`src/rtl/centimos_euros_seq.sv`:
```
// centimos_euros_seq: sequential cents -> euros / fraction converter for the scale price path.
// Restoring division by 100 (one quotient bit per clock) followed by a tens-counting BCD split.
module centimos_euros_seq #(
    parameter int W         = 14,
    parameter int MAX_CENTS = 9999
) (
    input  logic         clk,
    input  logic         reset,
    input  logic [W-1:0] in_cents,
    input  logic         in_valid,
    output logic         in_ready,
    output logic [W-1:0] out_euros,
    output logic [6:0]   out_frac,
    output logic [3:0]   out_bcd_tens,
    output logic [3:0]   out_bcd_units,
    output logic         out_err,
    output logic         out_valid,
    input  logic         out_ready
);

    localparam logic [1:0] IDLE = 2'd0;
    localparam logic [1:0] DIV  = 2'd1;
    localparam logic [1:0] BCD  = 2'd2;
    localparam logic [1:0] DONE = 2'd3;

    localparam int          CW    = $clog2(W);
    localparam logic [31:0] MAX_C = 32'(MAX_CENTS);

    logic [1:0]    r_state;
    logic [W-1:0]  r_dividend;
    logic [W-2:0]  r_quot;
    logic [6:0]    r_rem;
    logic [CW-1:0] r_cnt;
    logic [6:0]    r_work;
    logic [3:0]    r_tens;
    logic [W-1:0]  r_euros;
    logic [6:0]    r_frac;
    logic [3:0]    r_bcd_tens;
    logic [3:0]    r_bcd_units;
    logic          r_err;

    logic          w_over;
    logic [7:0]    w_rem_sh;
    logic          w_rem_ge;
    logic [6:0]    w_rem_next;
    logic [W-1:0]  w_quot_next;
    logic          w_work_ge;

    // Stored remainder is always below 100, so 7 bits suffice; the shifted value needs 8.
    assign w_over      = {{(32-W){1'b0}}, in_cents} > MAX_C;
    assign w_rem_sh    = {r_rem, r_dividend[W-1]};
    assign w_rem_ge    = w_rem_sh >= 8'd100;
    assign w_rem_next  = w_rem_ge ? 7'(w_rem_sh - 8'd100) : w_rem_sh[6:0];
    assign w_quot_next = {r_quot, w_rem_ge};
    assign w_work_ge   = r_work >= 7'd10;

    // NOTE: all state uses nonblocking assignments, and every register has a reset value.
    always_ff @(posedge clk or posedge reset) begin
        if (reset) begin
            r_state     <= IDLE;
            r_dividend  <= '0;
            r_quot      <= '0;
            r_rem       <= '0;
            r_cnt       <= '0;
            r_work      <= '0;
            r_tens      <= '0;
            r_euros     <= '0;
            r_frac      <= '0;
            r_bcd_tens  <= '0;
            r_bcd_units <= '0;
            r_err       <= 1'b0;
        end else begin
            case (r_state)
                IDLE: begin
                    if (in_valid) begin
                        if (w_over) begin
                            r_euros     <= '0;
                            r_frac      <= '0;
                            r_bcd_tens  <= '0;
                            r_bcd_units <= '0;
                            r_err       <= 1'b1;
                            r_state     <= DONE;
                        end else begin
                            r_dividend <= in_cents;
                            r_quot     <= '0;
                            r_rem      <= '0;
                            r_cnt      <= '0;
                            r_state    <= DIV;
                        end
                    end
                end
                DIV: begin
                    r_dividend <= {r_dividend[W-2:0], 1'b0};
                    r_quot     <= w_quot_next[W-2:0];
                    r_rem      <= w_rem_next;
                    r_cnt      <= r_cnt + CW'(1);
                    if (r_cnt == CW'(W-1)) begin
                        r_euros <= w_quot_next;
                        r_frac  <= w_rem_next;
                        r_work  <= w_rem_next;
                        r_tens  <= '0;
                        r_state <= BCD;
                    end
                end
                BCD: begin
                    if (w_work_ge) begin
                        r_work <= r_work - 7'd10;
                        r_tens <= r_tens + 4'd1;
                    end else begin
                        r_bcd_tens  <= r_tens;
                        r_bcd_units <= r_work[3:0];
                        r_err       <= 1'b0;
                        r_state     <= DONE;
                    end
                end
                DONE: begin
                    if (out_ready) begin
                        r_state <= IDLE;
                    end
                end
                default: r_state <= IDLE;
            endcase
        end
    end

    assign in_ready      = (r_state == IDLE);
    assign out_valid     = (r_state == DONE);
    assign out_euros     = r_euros;
    assign out_frac      = r_frac;
    assign out_bcd_tens  = r_bcd_tens;
    assign out_bcd_units = r_bcd_units;
    assign out_err       = r_err;

endmodule
```
`config.mk`:
```
export PLATFORM = sky130hd
export DESIGN_NAME = centimos_euros_seq
export DESIGN_NICKNAME = d
export VERILOG_FILES = /design/src/rtl/centimos_euros_seq.sv
export SDC_FILE = /design/constraint.sdc
export NUM_CORES = 1
export LEC_CHECK = 0
export BUFFER_PORTS_ARGS = -buffer_cell sky130_fd_sc_hd__buf_2
export CORE_ASPECT_RATIO = 1.75
export CORE_MARGIN = 2
export CORE_UTILIZATION = 50
export CTS_CLUSTER_DIAMETER = 50
export DETAILED_ROUTE_END_ITERATION = 6
export PLACE_DENSITY = 0.82
export SLEW_MARGIN = 30
export SYNTH_ARGS = -nofsm -noshare
export SYNTH_HDL_FRONTEND = slang
export SYNTH_SLANG_ARGS = --single-unit
```
`constraint.sdc`:
```
create_clock -name clk -period 3.3 [get_ports clk]
set_input_delay 0.66 -clock clk [delete_from_list [all_inputs] [get_ports clk]]
set_output_delay 0.66 -clock clk [all_outputs]
set_load 0.1 [all_outputs]
```
### Word level (Yosys, flattened, before mapping)

Cells that the tools add are included.

| operators by class | value |
|---|---|
| $add $sub $neg | 4 |
| multiply operators | 0 |
| divide/modulo/power cells | 0 |
| magnitude comparators | 3 |
| equal/unequal tests | 11 |
| shift operators | 0 |
| muxes and demuxes | 42 |
| bitwise logic cells | 0 |
| reductions and logical operators | 9 |

Operators with widths:

| cell | count |
|---|---|
| 14-bit 2-to-1 mux | 5 |
| 14-bit one-hot mux with 2 select lines | 2 |
| 7-bit 2-to-1 mux | 7 |
| 7-bit one-hot mux with 2 select lines | 3 |
| 4-bit 2-to-1 mux | 8 |
| 4-bit one-hot mux with 2 select lines | 4 |
| 13-bit 2-to-1 mux | 2 |
| 13-bit one-hot mux with 2 select lines | 1 |
| 14-bit greater-than comparator (second input constant) | 1 |
| 4-bit AND reduction | 3 |
| 2-bit 2-to-1 mux | 5 |
| 2-bit inequality test (second input constant) | 5 |
| 4-bit by 1-bit adder with 4-bit output (second input constant) | 2 |
| 8-bit by 7-bit >= comparator with 1-bit output (second input constant) | 1 |
| 2-bit one-hot mux with 4 select lines | 1 |
| 7-bit by 4-bit >= comparator with 1-bit output (second input constant) | 1 |
| 7-bit by 4-bit subtractor with 7-bit output (second input constant) | 1 |
| 7-bit subtractor (second input constant) | 1 |
| 3-bit AND reduction | 2 |
| 2-bit nonzero test | 3 |
| 2-bit == test (second input constant) | 2 |
| 4-bit == test (second input constant) | 1 |
| 2-bit by 1-bit inequality test with 1-bit output (second input constant) | 2 |
| 1-bit 2-to-1 mux | 3 |
| 3 further kinds | 3 |

| word-level totals | value |
|---|---|
| flip-flop bits (word level) | 81 |
| bits in latches | 0 |
| bits in writable memories | 0 |
| bits in read-only memories | 0 |
| bits of input ports | 18 |
| memories kept | 0 |

### Depth between registers and ports, before layout

Gate-level depths: netlist of run 1.

| logic depth | value |
|---|---|
| depth in word-level cells | 4 |
| gate-level depth with buffers | 9 |
| depth with buffers taken out | 7 |

### Worst setup path after synthesis of run 1

No wires, ideal clock.

| timing path | value |
|---|---|
| path type | reg-to-reg |
| from | register r_state[0] |
| to | register r_frac[2] (netlist: out_frac[2]) |
| setup time | 126 ps |
| arrival | 2342 ps |
| required time | 3174 ps |
| path slack | 832 ps |
| stages on the path, launching flop included | 8 |
| buffers on the path | 1 |
| period minus slack after synthesis | 2468 ps |
| path through | dfrtp_1 > inv_1 > ha_1 > inv_1 > a2bb2oi_1 > nand3_1 > buf_2 > mux2_2 |

| between the ends | value |
|---|---|
| word-level cells in the longest chain between the ends | 3 |
| elaborated cells between the ends (all ways) | 8 |

RTL lines:

| item | line | source |
|---|---|---|
| from (decl) | 29 | `logic [1:0] r_state;` |
| from (signal assigned) | 60 | `r_state <= IDLE;` |
| from (signal assigned) | 82 | `r_state <= DONE;` |
| from (signal assigned) | 88 | `r_state <= DIV;` |
| 2-bit zero test * | -- |  |
| named net in_ready | 11 | `output logic in_ready,` |
| 2-bit by 1-bit inequality test with 1-bit output (no source line) (tied with other cells) | -- |  |
| 4-bit AND reduction (no source line) | -- |  |
| to (signal assigned) | 99 | `r_frac <= w_rem_next;` |
| to (decl) | 37 | `logic [6:0] r_frac;` |

Mark *: on every way through the listed nets, which the timed path passes. The rest lies on a longest branch.
A chain may end at the register's enable or synchronous reset.

### Final worst setup path of run 1

| timing path | value |
|---|---|
| from | register r_state[0] |
| to | register r_work[3] |

| between the ends | value |
|---|---|
| word-level cells in the longest chain between the ends | 3 |
| elaborated cells between the ends (all ways) | 7 |

RTL lines:

| item | line | source |
|---|---|---|
| 2-bit == test or 2-bit by 1-bit == test with 1-bit output (tied branches) | 73 | `case (r_state)` |
| 2-bit inequality test (no source line) or 2-bit nonzero test (tied branches) | -- |  |
| 3-bit AND reduction (no source line) | -- |  |
| to (signal assigned) | 100 | `r_work <= w_rem_next;` |
| to (signal assigned) | 107 | `r_work <= r_work - 7'd10;` |
| to (decl) | 34 | `logic [6:0] r_work;` |

Several ways; a longest one is shown, not always the timed one.

==> results of run 1 <==
[synth_stat cells, types with 4 or more instances]
cell | count | share of area (%)
nor2_1 | 7 | 0.69
nand2b_1 | 8 | 1.3
ha_1 | 10 | 3.3
o21ai_0 | 28 | 3.7
clkbuf_1 | 6 | 0.59
inv_1 | 13 | 1.3
nand3_1 | 11 | 1.4
o21a_1 | 4 | 0.79
a22o_1 | 9 | 2.1
buf_2 | 5 | 0.66
a21oi_1 | 7 | 0.92
dfrtp_1 | 81 | 53
nand2_1 | 88 | 8.7
mux2i_1 | 15 | 3.9
buf_6 | 6 | 1.8
o21ai_1 | 35 | 4.6
[critical path: cells and delay by family, from the launching register on]
| kind | cells | cell delay, ns |
|---|---|---|
| AOI/OAI and AO/OA | 3 | 0.92 |
| adders and majority gates | 1 | 0.44 |
| DFF | 1 | 0.40 |
| buffers and inverters | 2 | 0.34 |
| and+or+nand+nor | 1 | 0.11 |
[cell type report]
class / count / area (um^2) / share of cell area (%)
tap: 88 / 110.1 / 2.514
inverter: 13 / 50.05 / 1.143
sequential: 81 / 2027 / 46.29
timing repair buffer: 55 / 290.3 / 6.629
clock buffer: 11 / 232.7 / 5.314
multi-input combinational: 270 / 1613 / 36.83
clock inverter: 5 / 56.30 / 1.286
[logic make-up after synthesis]
kind of cell	Yosys count
AO/OA/AOI/OAI	104
XOR/XNOR	2
adder cells (fa/ha/maj)	10
multiplexers	21
buffers and inverters	32
AND/OR/NAND/NOR	133
flip-flops	81
[power by group]
group	leakage, nW	switching, mW	total (mW)	internal (mW)
combinational	0.866	1.30	1.79	0.485
sequential	1.09	0.177	1.40	1.22
clock	0.139	0.386	0.970	0.584
[path summary, 6_finish.rpt]
kind	to	cells after the start	slack, ns	start
worst min-delay path	r_state[1]	2	0.33	reset
worst min register to register	out_frac[4]	2	0.47	out_frac[4]
worst max-delay path	r_work[3]	7	0.97	r_state[0]
max in group asynchronous	out_frac[0]	3	2.18	reset
worst max register to register	r_work[3]	7	0.97	r_state[0]
min in group clk	out_frac[4]	2	0.47	out_frac[4]
[metal layers]
| layer | part of all wire (%) | wire, um | GRT usage [%] | vias to the layer above |
|---|---|---|---|---|
| met4 | 3.3 | 260 | 11.66 | 0 |
| met5 | 0 | 0 | 0 | - |
| met2 | 55 | 4270 | 36.61 | 63 |
| li1 | - | - | - | 1418 |
| met3 | 2.8 | 222 | 3.638 | 17 |
| met1 | 39 | 3065 | 23.66 | 1391 |
[registers in the layout (all words and copies together) (netlist names)]
register / count
r_work: 7
out_bcd_tens: 4
out_err: 1
out_bcd_units: 4
r_state: 2
r_tens: 4
out_frac: 7
r_cnt: 4
r_dividend: 14
r_quot: 13
r_rem: 7
out_euros: 14
[through the flow]
step / setup WS [ns] / utilization (%) / hold WS, ns / cells / total power [mW]
after global routing: 0.7575 / 58.69 / 0.3862 / 523 / 4.420
after floorplan: 0.5599 / - / 0.4484 / 383 / 2.944
final: 0.9746 / 58.69 / 0.3315 / 523 / 4.156
after global placement: 1.020 / 54.81 / 0.4610 / 507 / 3.153
after detailed placement: 0.9683 / 54.81 / 0.4674 / 507 / 3.203
after CTS: 1.007 / 58.69 / 0.3511 / 523 / 4.192
[cells in the final DEF, fill, tap and decap left out, drive strengths merged, types with 3 or more instances in the layout]
cell type | Yosys | final
nand2 | 88 | 88
dfrtp | 81 | 81
o21ai | 66 | 66
buf | 13 | 55
mux2i | 15 | 15
inv | 13 | 12
nand3 | 11 | 11
clkbuf | 6 | 11
ha | 10 | 10
a22o | 9 | 9
nand2b | 8 | 8
a21oi | 8 | 8
nor2 | 7 | 7
mux2 | 6 | 6
o21a | 4 | 4
clkinv | 0 | 4
nor2b | 3 | 3
and2 | 3 | 3
o211ai | 3 | 3
==> impl_metrics.py, run 1 <==
metrics = {
    "status": {
        "status": "finished clean",
    },
    "timing": {
        "fin_setup_tns_ns": 0,
        "rsz0062_at_grt": "no",
        "finalSetupViolCount": 0,
        "fmax_ghz": 0.4300,
        "final_max_slew_viol_count": 0,
        "period_needed_ns": 2.325,
        "worst_slew_pin_slew_ns": 0.6087,
        "skew_ns": 0.006571,
        "fin_crit_sh_pct": 70.47,
        "relSlewSlack_pct": 59.42,
        "hold_viol_final": 0,
    },
    "grt": {
        "grt_pass1_wl_um": 13830,
        "grt_pass1_vias": 2968,
        "antenna_found_initial": 0,
        "grt_usage_pct": 20.90,
        "gr-total-overflow": 0,
        "grt_max_degree": 41,
    },
    "cts": {
        "cts_root_buffer": "clkbuf_16",
        "htree_levels": 3,
        "clockBufferDepth": 2,
        "numCtsBuffers": 9,
        "cts_tree": "built",
        "clk_latency_ns": 0.34,
        "holdBufCountCts": 0,
        "path_clk_slew_ns": 0.06,
        "cts_resized": 0,
        "postCtsSetupBuffers": 0,
        "cts_sinks": 81,
    },
    "synthesis": {
        "synthXorXnorAreaFrac_pct": 0.4601,
        "synth_adder_area_share_pct": 3.286,
        "yosys.area_share.simple_pct": 15.81,
        "synth_mux_area_share_pct": 6.014,
        "syn_area_per_cell_um2": 9.941,
        "synth_top_family_by_area": "compound AO/OA/AOI/OAI gates",
        "seq_area_frac_synth_pct": 53.24,
        "ys.flop_type": "dfrtp_1",
        "synth_cells": 383,
        "ys_warn_count": 0,
        "synth_compound_area_share_pct": 16.69,
        "synth-edff-count": 0,
        "ys_seq_elements": 81,
        "synth.distinct_cells": 48,
        "synthArstFlopShare_pct": 100.0,
        "syn-num-nets": 411,
        "netlist_area_mm2": 0.003807,
    },
    "worst_setup_path": {
        "cp_max_fo": 14,
        "crit_chain": "inv_1, ha_1, inv_1, o21ai_2, o21a_1, nand2_1, o311ai_1",
        "endpoint_kind": "flop",
        "start_kind": "flop",
        "critPathSlowestCell": "ha_1",
        "critPathMaxStageDelay_ns": 0.44,
        "cp.required_ns": 3.54,
        "critical_path_arrival_ns": 2.56,
        "critical_path.most_common_cell": "inv_1",
        "crit_type": "reg -> reg",
    },
    "power": {
        "ir_drop_mv": 0.5867,
        "power_density_mw_per_mm2": 948.9,
        "p_leak_nw": 2.098,
    },
    "detailed_routing": {
        "drt-initial-drc-count": 226,
        "ant_nets": 0,
        "totalWireLength_um": 7818,
        "vias_per_cell": 5.524,
        "dr.pass1.iters": 4,
        "wl_per_cell_um": 14.95,
        "vias": 2889,
        "drc": 0,
    },
    "die": {
        "fp.dieW_um": 69.97,
        "core_area_mm2": 0.007462,
        "pin_count": 50,
        "fp.dieH_um": 119.4,
        "num_rows": 42,
        "die-area_mm2": 0.008356,
        "start_util_pct": 51.02,
    },
    "placed_design": {
        "port-buffer-count": 49,
        "placed_cell_area_mm2": 0.004090,
        "hpwl_um": 5595,
        "globalplace.congestion": 0.8618,
    },
    "finish": {
        "final_nets": 458,
        "drive_gt1_share_pct": 19.77,
        "design_area_mm2": 0.004379,
        "num_antenna_cells": 0,
        "nFillCells": 647,
        "area_growth_pct": 15.02,
    },
    "hold_path": {
        "hold_path_class": "in -> async",
    },
    "job": {
        "drv_cap": 0,
    },
}
Power figures use the tool's default switching activity.
==> run 2, diff against run 1 <==
==> constraint.sdc (replaced) <==
create_clock -name clk -period 2.25 [get_ports clk]
set_input_delay 0.45 -clock clk [delete_from_list [all_inputs] [get_ports clk]]
set_output_delay 0.45 -clock clk [all_outputs]
set_load 0.1 [all_outputs]
==> run 2 against run 1 <==
Against the previous run:
- clock-buffer cell count rose by 1
- utilization rose by 2.0 points
- maximum frequency rose by 11%
- final cell count rose by 1.5%
- non-clock buffer count rose by 8
- die area did not move
- first-iteration DRC count fell by 38%
- design area rose by 3.5%
- combinational power rose by 55%
- critical endpoint is now out_frac[2]
==> impl_metrics.py, run 2 (synthesis results as in run 1) <==
metrics = {
    "status": {
        "status": "finished clean",
    },
    "finish": {
        "layout.area.seq_mm2": 0.002027,
        "drive_gt1_share_pct": 21.90,
        "design_area_mm2": 0.004532,
        "final_nets": 466,
        "multi_input_area_mm2": 0.001615,
        "num_antenna_cells": 0,
        "layout_common_cells": "88 x nand2_1, 81 x dfrtp_1, 49 x buf_2, 35 x o21ai_1, 28 x o21ai_0",
        "mostFrequentLayoutCell": "nand2_1",
        "area_growth_pct": 19.03,
        "nFillCells": 631,
    },
    "cts": {
        "numCtsBuffers": 9,
        "cts_tree": "built",
        "cts_resized": 0,
        "cts_root_buffer": "clkbuf_16",
        "path_clk_slew_ns": 0.06,
        "cts_sinks": 81,
        "htree_levels": 3,
        "clockBufferDepth": 2,
        "holdBufCountCts": 0,
        "clk_latency_ns": 0.34,
        "postCtsSetupBuffers": 0,
    },
    "die": {
        "pin_count": 50,
        "core_area_mm2": 0.007462,
        "fp.dieH_um": 119.4,
        "die-area_mm2": 0.008356,
        "fp.dieW_um": 69.97,
        "start_util_pct": 51.02,
        "num_rows": 42,
    },
    "placed_design": {
        "globalplace.congestion": 0.7984,
        "port-buffer-count": 49,
        "pre_cts_slack_ns": 0.1843,
        "placed_cell_area_mm2": 0.004168,
        "hpwl_um": 5841,
    },
    "timing": {
        "period_needed_ns": 2.094,
        "final_max_slew_viol_count": 0,
        "skew_ns": 0.006928,
        "timing.hold.ws_ns": 0.2214,
        "relSlewSlack_pct": 67.51,
        "finalSetupViolCount": 0,
        "rsz0062_at_grt": "no",
        "setup_ws_ns": 0.1565,
        "fin_crit_sh_pct": 93.05,
        "hold_viol_final": 0,
        "fmax_ghz": 0.4777,
        "fin_setup_tns_ns": 0,
        "worst_slew_pin_slew_ns": 0.4908,
    },
    "worst_setup_path": {
        "r2r_start": "r_rem[2]",
        "critPathSlowestCell": "dfrtp_1",
        "critPathMaxStageDelay_ns": 0.40,
        "endpoint_kind": "flop",
        "crit_start": "r_rem[2]",
        "rr_endpoint": "out_frac[2]",
        "cp_top_family": "simple AND/OR/NAND/NOR gates",
        "crit_type": "reg -> reg",
        "cp_max_fo": 3,
        "reg2reg_depth": 7,
        "start_kind": "flop",
        "crit_chain": "inv_1, ha_1, or3b_4, a21oi_2, xnor2_1, and2b_2, mux2_2",
        "cp.required_ns": 2.47,
        "critical_path_arrival_ns": 2.32,
        "worst-path-stages": 7,
        "r2r_slack_ns": 0.16,
        "crit_end": "out_frac[2]",
        "crit_buf_inv": 1,
    },
    "detailed_routing": {
        "drc": 0,
        "totalWireLength_um": 8041,
        "vias_per_cell": 5.516,
        "vias": 2929,
        "drt-initial-drc-count": 141,
        "ant_nets": 0,
        "wl_per_cell_um": 15.14,
        "dr.pass1.iters": 5,
    },
    "grt": {
        "grt_pass1_wl_um": 13320,
        "grt_pass1_vias": 2909,
        "gr-total-overflow": 0,
        "grt_max_degree": 82,
        "antenna_found_initial": 0,
        "grt_usage_pct": 20.32,
    },
    "job": {
        "drv_cap": 0,
    },
    "hold_path": {
        "hold_path_class": "in -> async",
    },
    "power": {
        "ir_drop_mv": 1.016,
        "p_leak_nw": 2.172,
        "fin_total_pwr_mw": 6.578,
        "power_density_mw_per_mm2": 1451,
    },
}
[run 2: changes by cell type in the layout (fill, tap and decap cells not counted)]
cell        previous run  this run
buf_12                 0         1
buf_4                  6        13
bufinv_16              1         3
clkbuf_1               2         0
clkbuf_8               0         3
clkinv_2               3         0
clkinv_4               1         0
clkinvlp_4             1         2
ha_1                   9         8
ha_2                   1         2
[run 2: how the worst min path moves through the flow]
stage / end / cells past startpoint / slack (ns) / from
finish: r_state[0] / 3 / 0.22 / reset
global route: r_state[0] / 3 / 0.27 / reset
CTS: r_dividend[4] / 3 / 0.25 / reset
detailed placement: out_euros[12] / 2 / 0.47 / out_euros[12]
global placement: out_euros[8] / 2 / 0.46 / out_euros[8]
floorplan: r_dividend[4] / 2 / 0.45 / r_dividend[4]
[run 2: final cells by class]
type                    instances  share of cell area (%)
clock buffers                  12                   5.881
clock inverters                 4                   2.154
inverters                      13                   1.160
multi-input cells             270                   35.64
flip-flops and latches         81                   44.73
well taps                      88                   2.430
repair buffers                 63                   8.007
[run 2: tightest hold or removal path, cell delays in order]
cell	delay, ns
buf_2	0.11
clkinvlp_4	0.07
buf_12	0.34
[run 2: stage by stage]
step	utilization, %	std cells
2_1_floorplan	-	383
3_3_place_gp	55.85	515
3_5_place_dp	55.85	515
4_1_cts	60.73	531
5_1_grt	60.73	531
6_report	60.73	531
[run 2: layer usage]
metal	GRT usage [%]	vias up	share of wire [%]
met5	0	-	0
met4	9.615	0	2.4
met3	3.807	16	3.1
met2	37.56	66	56
met1	21.76	1410	39
li1	-	1437	-
[run 2: report_power, final]
| group | switching, mW | total [mW] | internal (mW) |
|---|---|---|---|
| clock network | 0.566 | 1.74 | 1.17 |
| registers | 0.264 | 2.06 | 1.79 |
| logic | 1.96 | 2.78 | 0.820 |
| total | 2.79 | 6.58 | 3.79 |
==> run 3, diff against run 2 <==
--- a/config.mk
+++ b/config.mk
@@ -8,10 +8,10 @@
 export BUFFER_PORTS_ARGS = -buffer_cell sky130_fd_sc_hd__buf_2
 export CORE_ASPECT_RATIO = 1.75
 export CORE_MARGIN = 2
-export CORE_UTILIZATION = 50
+export CORE_UTILIZATION = 37
 export CTS_CLUSTER_DIAMETER = 50
 export DETAILED_ROUTE_END_ITERATION = 6
-export PLACE_DENSITY = 0.82
+export PLACE_DENSITY = 0.66
 export SLEW_MARGIN = 30
 export SYNTH_ARGS = -nofsm -noshare
 export SYNTH_HDL_FRONTEND = slang
==> run 3 against run 2 <==
Against the previous run:
- sequential share of layout area fell by 0.27 points
- combinational power about the same
- sequential cell count unchanged
- maximum frequency down 2.8%
- register-to-register slack worse by 0.06 ns
- first-iteration DRC count rose by 11%
- critical path depth did not move
- routed wire length increased by 3.2%
- design area increased by 0.61%
- critical path type unchanged
- clock skew is 0.0028 ns lower
- clock-buffer cell count down 2
- power is 2.7% lower
==> impl_metrics.py, run 3 (synthesis results as in run 1) <==
metrics = {
    "cts": {
        "numCtsBuffers": 9,
        "clk_latency_ns": 0.34,
        "cts_root_buffer": "clkbuf_16",
        "path_clk_slew_ns": 0.06,
        "clockBufferDepth": 2,
        "holdBufCountCts": 0,
        "cts_sinks": 81,
        "htree_levels": 3,
        "postCtsSetupBuffers": 0,
        "cts_resized": 0,
        "cts_tree": "built",
    },
    "power": {
        "fin_total_pwr_mw": 6.397,
        "ir_drop_mv": 0.7419,
        "power_density_mw_per_mm2": 1403,
        "p_leak_nw": 2.163,
    },
    "detailed_routing": {
        "dr.pass1.iters": 4,
        "drc": 0,
        "vias_per_cell": 5.039,
        "totalWireLength_um": 8301,
        "vias": 2872,
        "ant_nets": 0,
        "drt-initial-drc-count": 157,
        "wl_per_cell_um": 14.56,
    },
    "grt": {
        "grt_pass1_vias": 2957,
        "grt_max_degree": 39,
        "grt_pass1_wl_um": 14170,
        "antenna_found_initial": 0,
        "gr-total-overflow": 0,
        "grt_usage_pct": 16.29,
    },
    "job": {
        "drv_cap": 0,
    },
    "placed_design": {
        "globalplace.congestion": 0.8489,
        "hpwl_um": 6044,
        "port-buffer-count": 49,
        "placed_cell_area_mm2": 0.004249,
        "placedCellCount": 555,
    },
    "die": {
        "die-area_mm2": 0.01115,
        "fp.dieW_um": 80.68,
        "core_area_mm2": 0.01018,
        "fp.dieH_um": 138.2,
        "start_util_pct": 37.41,
        "num_rows": 49,
        "pin_count": 50,
    },
    "finish": {
        "drive_gt1_share_pct": 21.67,
        "mostFrequentLayoutCell": "nand2_1",
        "design_area_mm2": 0.004559,
        "final_nets": 467,
        "layout_common_cells": "88 x nand2_1, 81 x dfrtp_1, 49 x buf_2, 35 x o21ai_1, 28 x o21ai_0",
        "num_antenna_cells": 0,
        "nFillCells": 990,
        "stdcell_count": 570,
        "area_growth_pct": 19.75,
    },
    "worst_setup_path": {
        "cp_max_fo": 3,
        "crit_type": "reg -> reg",
        "endpoint_kind": "flop",
        "critical_path_arrival_ns": 2.38,
        "cp.required_ns": 2.47,
        "start_kind": "flop",
    },
    "timing": {
        "final_max_slew_viol_count": 0,
        "fin_crit_sh_pct": 95.70,
        "fmax_ghz": 0.4644,
        "relSlewSlack_pct": 63.58,
        "period_needed_ns": 2.153,
        "skew_ns": 0.004141,
        "timing.hold.ws_ns": 0.1547,
        "rsz0062_at_grt": "no",
        "hold_viol_final": 0,
        "fin_setup_tns_ns": 0,
        "worst_slew_pin_slew_ns": 0.5463,
        "finalSetupViolCount": 0,
    },
    "status": {
        "status": "finished clean",
    },
    "hold_path": {
        "hold_path_class": "in -> async",
    },
}
## run 3: routing by layer
metal	vias to the layer above	track usage (%)	wire length [um]
met1	1368	19.67	3449
li1	1436	-	-
met2	52	27.54	4378
met4	0	7.226	225
met3	16	3.264	247
met5	-	0	0
## run 3: cell type report
class / count / area [um^2] / area share, %
Tap cell: 127 / 158.9 / 3.485
Multi-Input combinational cell: 270 / 1615 / 35.43
Clock buffer: 10 / 229.0 / 5.022
Inverter: 13 / 52.55 / 1.153
Timing Repair Buffer: 64 / 395.4 / 8.672
Clock inverter: 5 / 81.33 / 1.784
Sequential cell: 81 / 2027 / 44.46
## run 3: path summary, 6_finish.rpt
kind,start,endpoint,slack [ns],cells after the start
worst max-delay path,r_rem[2],r_rem[2],0.1,7
worst min register to register,out_euros[1],out_euros[1],0.47,2
min in group clk,in_cents[0],r_dividend[0],0.38,3
worst max register to register,r_rem[2],r_rem[2],0.1,7
max in group asynchronous,reset,r_state[0],1.50,3
worst min-delay path,reset,out_bcd_tens[1],0.15,2
## run 3: per-stage QoR
step                      util (%)  setup WS [ns]
after floorplan                  -         0.1314
after global placement       41.75         0.1828
after detailed placement     41.75         0.1410
after CTS                    44.80         0.1013
after global routing         44.80       0.002550
final                        44.80        0.09682
## run 3: worst max-delay path: stages (launching register included)
cell and delay [ns]:
dfrtp_1 0.40, inv_1 0.11, ha_1 0.18, or3b_4 0.39, a21oi_2 0.23, xnor2_1 0.19
and2b_2 0.27, mux2_4 0.27
## run 3: report_power, final
group / internal [mW] / total (mW) / switching (mW)
combinational: 0.852 / 2.81 / 1.96
clock: 0.965 / 1.54 / 0.575
sequential: 1.79 / 2.05 / 0.254
total: 3.61 / 6.40 / 2.79
